`src/rtl/stg2id_hs_pkg.sv`:
```
// stg2id_hs_pkg: opcode map, decode bus layout and occupancy states
// shared by the decode stage, its decoder and later dual-issue variants.
package stg2id_hs_pkg;

  localparam int SIZE_ADDR = 32;
  localparam int SIZE_DATA = 32;

  localparam int OPC_W   = 6;
  localparam int GP_W    = 5;
  localparam int SR_W    = 3;
  localparam int IMM_W   = 12;
  localparam int IMMSR_W = 16;
  localparam int CC_W    = 4;

  // Instruction word: opc[31:26] rd[25:21] rs[20:16] imm[11:0]
  // branch cc[25:22], srmov tgt_sr[23:21], srjcc src_sr[18:16] immsr[15:0]
  localparam logic [OPC_W-1:0] OPC_R_ADD   = 6'h01;
  localparam logic [OPC_W-1:0] OPC_R_SUB   = 6'h02;
  localparam logic [OPC_W-1:0] OPC_R_CMP   = 6'h03;
  localparam logic [OPC_W-1:0] OPC_I_ADDi  = 6'h08;
  localparam logic [OPC_W-1:0] OPC_I_SUBi  = 6'h09;
  localparam logic [OPC_W-1:0] OPC_I_CMPi  = 6'h0A;
  localparam logic [OPC_W-1:0] OPC_B_BCC   = 6'h10;
  localparam logic [OPC_W-1:0] OPC_S_SRMOV = 6'h18;
  localparam logic [OPC_W-1:0] OPC_S_SRJCC = 6'h19;

  // Packed decode bus, MSB first
  typedef struct packed {
    logic               sgn_en;
    logic               imm_en;
    logic [IMM_W-1:0]   imm_val;
    logic [IMMSR_W-1:0] immsr_val;
    logic [CC_W-1:0]    cc;
    logic [GP_W-1:0]    tgt_gp;
    logic               tgt_gp_we;
    logic [SR_W-1:0]    tgt_sr;
    logic               tgt_sr_we;
    logic [GP_W-1:0]    src_gp;
    logic [SR_W-1:0]    src_sr;
  } dec_t;

  localparam int SIZE_DEC = $bits(dec_t);

  typedef enum logic [1:0] {
    OCC_EMPTY = 2'd0,
    OCC_ONE   = 2'd1,
    OCC_FULL  = 2'd2
  } occ_e;

endpackage

```
`src/rtl/stg2id_hs_id_decode.sv`:
```
// stg2id_hs_id_decode: combinational instr -> packed decode bus.
// Ports: iw_instr in; ow_dec, ow_illegal out. Unused fields are zero.
module stg2id_hs_id_decode
  import stg2id_hs_pkg::*;
#(
  parameter int DATA_W = SIZE_DATA
) (
  input  logic [DATA_W-1:0] iw_instr,
  output dec_t              ow_dec,
  output logic              ow_illegal
);

  logic [OPC_W-1:0] opc;
  logic cls_r, cls_i, cls_b, cls_mov, cls_jcc;
  logic is_cmp, is_sgn;

  assign opc = iw_instr[31:26];

  assign cls_r = (opc == OPC_R_ADD) | (opc == OPC_R_SUB)
               | (opc == OPC_R_CMP);
  assign cls_i = (opc == OPC_I_ADDi) | (opc == OPC_I_SUBi)
               | (opc == OPC_I_CMPi);
  assign cls_b   = (opc == OPC_B_BCC);
  assign cls_mov = (opc == OPC_S_SRMOV);
  assign cls_jcc = (opc == OPC_S_SRJCC);

  assign is_cmp = (opc == OPC_R_CMP) | (opc == OPC_I_CMPi);
  assign is_sgn = is_cmp | (opc == OPC_R_SUB)
                | (opc == OPC_I_SUBi);

  always_comb begin
    ow_dec     = '0;
    ow_illegal = 1'b0;
    unique case (1'b1)
      cls_r: begin
        ow_dec.sgn_en    = is_sgn;
        ow_dec.tgt_gp    = iw_instr[25:21];
        ow_dec.tgt_gp_we = !is_cmp;
        ow_dec.src_gp    = iw_instr[20:16];
      end
      cls_i: begin
        ow_dec.sgn_en    = is_sgn;
        ow_dec.imm_en    = 1'b1;
        ow_dec.imm_val   = iw_instr[11:0];
        ow_dec.tgt_gp    = iw_instr[25:21];
        ow_dec.tgt_gp_we = !is_cmp;
      end
      cls_b: begin
        // branch offset is signed
        ow_dec.sgn_en  = 1'b1;
        ow_dec.imm_en  = 1'b1;
        ow_dec.imm_val = iw_instr[11:0];
        ow_dec.cc      = iw_instr[25:22];
      end
      cls_mov: begin
        ow_dec.tgt_sr    = iw_instr[23:21];
        ow_dec.tgt_sr_we = 1'b1;
        ow_dec.src_gp    = iw_instr[20:16];
      end
      cls_jcc: begin
        ow_dec.immsr_val = iw_instr[15:0];
        ow_dec.cc        = iw_instr[25:22];
        ow_dec.src_sr    = iw_instr[18:16];
      end
      default: ow_illegal = 1'b1;
    endcase
  end

endmodule

```
`src/rtl/stg2id_hs.sv`:
```
// stg2id_hs: decode stage with valid/ready, skid entry, flush and
// saturating bubble counter. Upstream iw_valid/ow_ready, downstream ow_valid/iw_ready.
module stg2id_hs
  import stg2id_hs_pkg::*;
#(
  parameter int ADDR_W  = SIZE_ADDR,
  parameter int DATA_W  = SIZE_DATA,
  parameter int DEC_W   = SIZE_DEC,
  parameter int SKID_EN = 1,
  parameter int CNT_W   = 16
) (
  input  logic              iw_clk,
  input  logic              iw_rst_n,
  input  logic              iw_valid,
  output logic              ow_ready,
  input  logic [ADDR_W-1:0] iw_pc,
  input  logic [DATA_W-1:0] iw_instr,
  output logic              ow_valid,
  input  logic              iw_ready,
  output logic [ADDR_W-1:0] ow_pc,
  output logic [DATA_W-1:0] ow_instr,
  output logic [DEC_W-1:0]  ow_dec,
  output logic              ow_illegal,
  input  logic              iw_flush,
  output logic [CNT_W-1:0]  ow_bubble_cnt
);

  typedef struct packed {
    logic [ADDR_W-1:0] pc;
    logic [DATA_W-1:0] instr;
    logic [DEC_W-1:0]  dec;
    logic              ill;
  } ent_t;

  dec_t dec_s;
  logic ill_s;
  ent_t in_e, out_q, skid_q;
  occ_e st_q, st_d;
  logic rdy_q, vld, acc, ret;
  logic ld_out, ld_skid, pop_skid;
  logic [CNT_W-1:0] cnt_q;
  logic bub_inc;

  stg2id_hs_id_decode #(
    .DATA_W(DATA_W)
  ) u_dec (
    .iw_instr  (iw_instr),
    .ow_dec    (dec_s),
    .ow_illegal(ill_s)
  );

  always_comb begin
    in_e       = '0;
    in_e.pc    = iw_pc;
    in_e.instr = iw_instr;
    in_e.dec   = DEC_W'(dec_s);
    in_e.ill   = ill_s;
  end

  assign vld = (st_q != OCC_EMPTY);

  // rdy_q is low in reset and in FULL; without a skid the
  // stage can also take a word when the held one retires
  assign ow_ready = (SKID_EN != 0) ? rdy_q
                  : rdy_q & (!vld | iw_ready);

  assign acc = iw_valid & ow_ready;
  assign ret = vld & iw_ready;

  always_comb begin
    st_d     = st_q;
    ld_out   = 1'b0;
    ld_skid  = 1'b0;
    pop_skid = 1'b0;
    if (iw_flush) begin
      st_d = OCC_EMPTY;
    end else begin
      unique case (st_q)
        OCC_EMPTY: begin
          if (acc) begin
            ld_out = 1'b1;
            st_d   = OCC_ONE;
          end
        end
        OCC_ONE: begin
          if (acc && ret) begin
            ld_out = 1'b1;
          end else if (acc && SKID_EN != 0) begin
            ld_skid = 1'b1;
            st_d    = OCC_FULL;
          end else if (ret) begin
            st_d = OCC_EMPTY;
          end
        end
        OCC_FULL: begin
          if (ret) begin
            pop_skid = 1'b1;
            st_d     = OCC_ONE;
          end
        end
        default: st_d = OCC_EMPTY;
      endcase
    end
  end

  always_ff @(posedge iw_clk or negedge iw_rst_n) begin
    if (!iw_rst_n) begin
      st_q   <= OCC_EMPTY;
      rdy_q  <= 1'b0;
      out_q  <= '0;
      skid_q <= '0;
    end else begin
      st_q  <= st_d;
      rdy_q <= (st_d != OCC_FULL);
      if (ld_out) begin
        out_q <= in_e;
      end else if (pop_skid) begin
        out_q <= skid_q;
      end
      if (ld_skid) begin
        skid_q <= in_e;
      end
    end
  end

  assign bub_inc = !vld & iw_ready & !iw_flush
                 & (cnt_q != {CNT_W{1'b1}});

  always_ff @(posedge iw_clk or negedge iw_rst_n) begin
    if (!iw_rst_n) begin
      cnt_q <= '0;
    end else if (bub_inc) begin
      cnt_q <= cnt_q + 1'b1;
    end
  end

  assign ow_bubble_cnt = cnt_q;
  assign ow_valid      = vld;

  // empty slot reads as an all-zero NOP
  assign ow_pc      = vld ? out_q.pc    : '0;
  assign ow_instr   = vld ? out_q.instr : '0;
  assign ow_dec     = vld ? out_q.dec   : '0;
  assign ow_illegal = vld ? out_q.ill   : 1'b0;

endmodule

```
`config.mk`:
```
export PLATFORM = sky130hd
export DESIGN_NAME = stg2id_hs
export DESIGN_NICKNAME = d
export VERILOG_FILES = /design/src/rtl/stg2id_hs_pkg.sv /design/src/rtl/stg2id_hs_id_decode.sv /design/src/rtl/stg2id_hs.sv
export SDC_FILE = /design/constraint.sdc
export NUM_CORES = 1
export LEC_CHECK = 0
export BUFFER_PORTS_ARGS = -buffer_cell sky130_fd_sc_hd__buf_4
export CAP_MARGIN = 20
export CORE_MARGIN = 4
export CORE_UTILIZATION = 56
export DETAILED_ROUTE_END_ITERATION = 10
export HOLD_SLACK_MARGIN = 0.05
export PLACE_DENSITY = 0.84
export RECOVER_POWER = 100
export SLEW_MARGIN = 20
export SYNTH_ARGS = -nofsm -noshare
export SYNTH_HDL_FRONTEND = slang
export SYNTH_HIERARCHICAL = 1
export SYNTH_SLANG_ARGS = --single-unit
```
`constraint.sdc`:
```
create_clock -name iw_clk -period 2.4 [get_ports iw_clk]
set_input_delay 0.6 -clock iw_clk [delete_from_list [all_inputs] [get_ports iw_clk]]
set_output_delay 0.6 -clock iw_clk [all_outputs]
set_load 0.05 [all_outputs]
```
==> impl_metrics.toml <==
[timing]
post-route-period-util_pct = 99.6
maxSlewViolCount = 0
post-route-min-period_ns = 2.39
rsz0062_at_grt = "yes"
hold_viol = 0
finClkSkew_ns = 0.0137
fmax_ghz = 0.418
slew_headroom_pct = 34.3
setup_violations = 0
fin_ws_ns = 0.00963
tightest_slew_ns = 0.985
timing.setup.tns_ns = 0

[route]
first_pass_iters = 5
drc = 0
drt_iter0_drc = 541
final_antenna_net_count = 0
avgRoutedWirePerCell_um = 20.2
drt_wl_total_um = 28600
vias = 8412
vias_per_cell = 5.93

[die]
io_pins = 204
fp.dieH_um = 152
rows = 52
die_w_um = 152
core_area_mm2 = 0.0204
start_util_pct = 57.4
die_area_mm2 = 0.0233

[cts]
ctsHtreeMaxLevel = 1
cts_tree = "built"
cts_root_buf = "clkbuf_16"
max-clock-path-buffers = 3
cts_sinks = 253
clkTransAtPathRegs_ns = 0.06
cts_buffers = 27
worstSkewPairLatency_ns = 0.54

[global_route]
grt_usage_pct = 24.1
grt_max_degree = 118
antenna_found_initial = 0
grt_first_pass_wirelength_um = 46800
grt_pass1_vias = 8740
grt_remaining_overflow = 0

[place]
dp_cells = 1365
dp_slack_ns = 0.122
place_congestion = 0.824
placed_area_mm2 = 0.0136
dp_hpwl_um = 18000
port_buffers = 203

[worst_setup_path]
cp_cell_sequence = "or2_4 -> buf_12 -> and2_4 -> buf_4"
critical_path.max_stage_delay_ns = 0.41
cp-start-kind = "flop"
cpLargestDelayFamily = "simple AND/OR/NAND/NOR gates"
crit_slowest_cell = "dfrtp_2"
crit_arrival_ns = 1.79
endpoint_kind = "primary output"
cp_max_fo = 65
crit_buf_inv = 2
worstSetupPathType = "reg2out"
worstPathRequired_ns = 1.80

[finish]
drive_gt1_share_pct = 36.1
final_cells = 1418
mostFrequentLayoutCells = "and2_1 (276), dfrtp_1 (252), buf_4 (174)"
fin_nets = 1198
regArea_mm2 = 0.00633
synthToLayoutAreaGrowth_pct = 25.4
multi_input_area_mm2 = 0.00500
diodes = 0
final_util_pct = 72.0
fin_area_mm2 = 0.0147
final_common_cell = "and2_1"
fill_cells = 1386

[logic_synthesis]
yosys_register_bits = 253
async_flop_share_pct = 100
synth.avg_cell_area_um2 = 12.4
syn_inst = 941
yosysSeqAreaShare_pct = 54.1
syn_area_mm2 = 0.0117
synth_edf_count = 0
syn_nets = 1011
synth_top_family_by_area = "simple AND/OR/NAND/NOR gates"
synth-simple-area-share_pct = 19.0
ys_warn_count = 6
synth_xor_area_share_pct = 1.05
synth_compound_area_share_pct = 10.9
synth_ff_type = "dfrtp_1"
synthAdderAreaFrac_pct = 0.107
synth_cell_types = 47
muxShareOfSynthArea_pct = 11.6

[power_and_ir_drop]
seq_power_share_pct = 44.4
p_clk_share_pct = 36.9
p_sw_share_pct = 28.2
ir_worst_vdd_uv = 660
power_switching_uw = 3370
power.leakage_uw = 0.00712
p_comb_share_pct = 18.7
p_per_area_mw_per_mm2 = 814
intPower_uw = 8560

[outcome]
status = "finished, final reports clean"

[hold_path]
min-delay-path-class = "in2reg"

[run]
maxCapViolations = 0
[metal layers]
metal | wire length (um) | track usage (%) | vias up
li1 | - | - | 3753
met1 | 12000 | 32.5 | 4315
met2 | 14000 | 40.1 | 290
met3 | 1870 | 4.97 | 54
met4 | 719 | 6.58 | 0
met5 | 0 | 0 | -
[registers in the layout, indices dropped and copies added (netlist names)]
register,cells
st_q,2
ow_ready,1
skid_q,117
ow_bubble_cnt,16
out_q,117
[path summary, 6_finish.rpt]
path,startpoint,to,slack [ns],depth (start not counted)
setup / recovery,st_q[1],ow_dec[18],0.01,4
hold / removal,iw_flush,st_q[0],0.30,2
setup reg to reg,st_q[0],skid_q[92],0.15,7
hold reg to reg,skid_q[43],skid_q[43],0.50,1
max in group asynchronous,iw_rst_n,skid_q[91],0.43,3
min in group asynchronous,iw_rst_n,ow_bubble_cnt[5],0.77,2
[repair_timing]
action	4_1_cts	5_1_grt
endpoints found under the setup margin	118	105
gates resized for setup	33	10
endpoints found under the hold margin	34	0
buffers inserted	2	1
hold buffers	1	0
[kinds of logic (layout without fill, tap and decap cells)]
group	after synthesis	in the layout
DFF	253	253
AOI/OAI and AO/OA	127	127
buffers and inverters	77	284
xor gates and xnor gates	14	14
muxes	121	121
and+or+nand+nor	348	348
adders and majority gates	1	1
[synth_stat cells (2+ instances only)]
master,instances,area (um^2)
or3b_2,2,17.5
nand3_1,7,35.0
nor4b_1,3,26.3
buf_1,11,41.3
mux2i_1,2,20.0
or2_2,2,12.5
nand2_1,9,33.8
clkbuf_1,31,116
a221o_1,117,1170
nor2_1,8,30.0
nor2b_1,2,12.5
xnor2_1,9,78.8
buf_6,6,67.6
xor2_1,5,43.8
nor3_2,2,20.0
buf_2,20,100
and2_1,277,1730
a21oi_1,2,10.0
clkbuf_2,3,15.0
mux2_2,119,1340
and3_1,4,25.0
buf_4,2,15.0
and4_1,3,26.3
inv_1,4,15.0
nand4_1,8,50.1
nor3b_1,5,37.5
dfrtp_1,253,6330
nor4_2,2,25.0
nor3_1,5,25.0
[through the flow]
step	power [uW]	hold slack [ns]
finish	11900	0.299
global route	12400	0.291
CTS	12000	0.273
detailed placement	7560	0.484
global placement	7450	0.477
floorplan	6740	0.304
[power groups by stage]
stage | clock [uW] | sequential, uW | combinational (uW)
global placement | 0 | 5310 | 2150
floorplan | 0 | 5400 | 1340
finish | 4410 | 5300 | 2230
detailed placement | 0 | 5350 | 2220
CTS | 4480 | 5290 | 2250
global route | 4660 | 5360 | 2400
[layout make-up]
| type | count | share of cell area [%] |
|---|---|---|
| clock buffer | 39 | 5.60 |
| tap | 270 | 2.30 |
| inverter | 4 | 0.102 |
| clock inverter | 10 | 0.922 |
| sequential | 253 | 43.2 |
| multi-input combinational | 611 | 34.1 |
| timing repair buffer | 231 | 13.8 |
(Power assumes the default switching activity.)
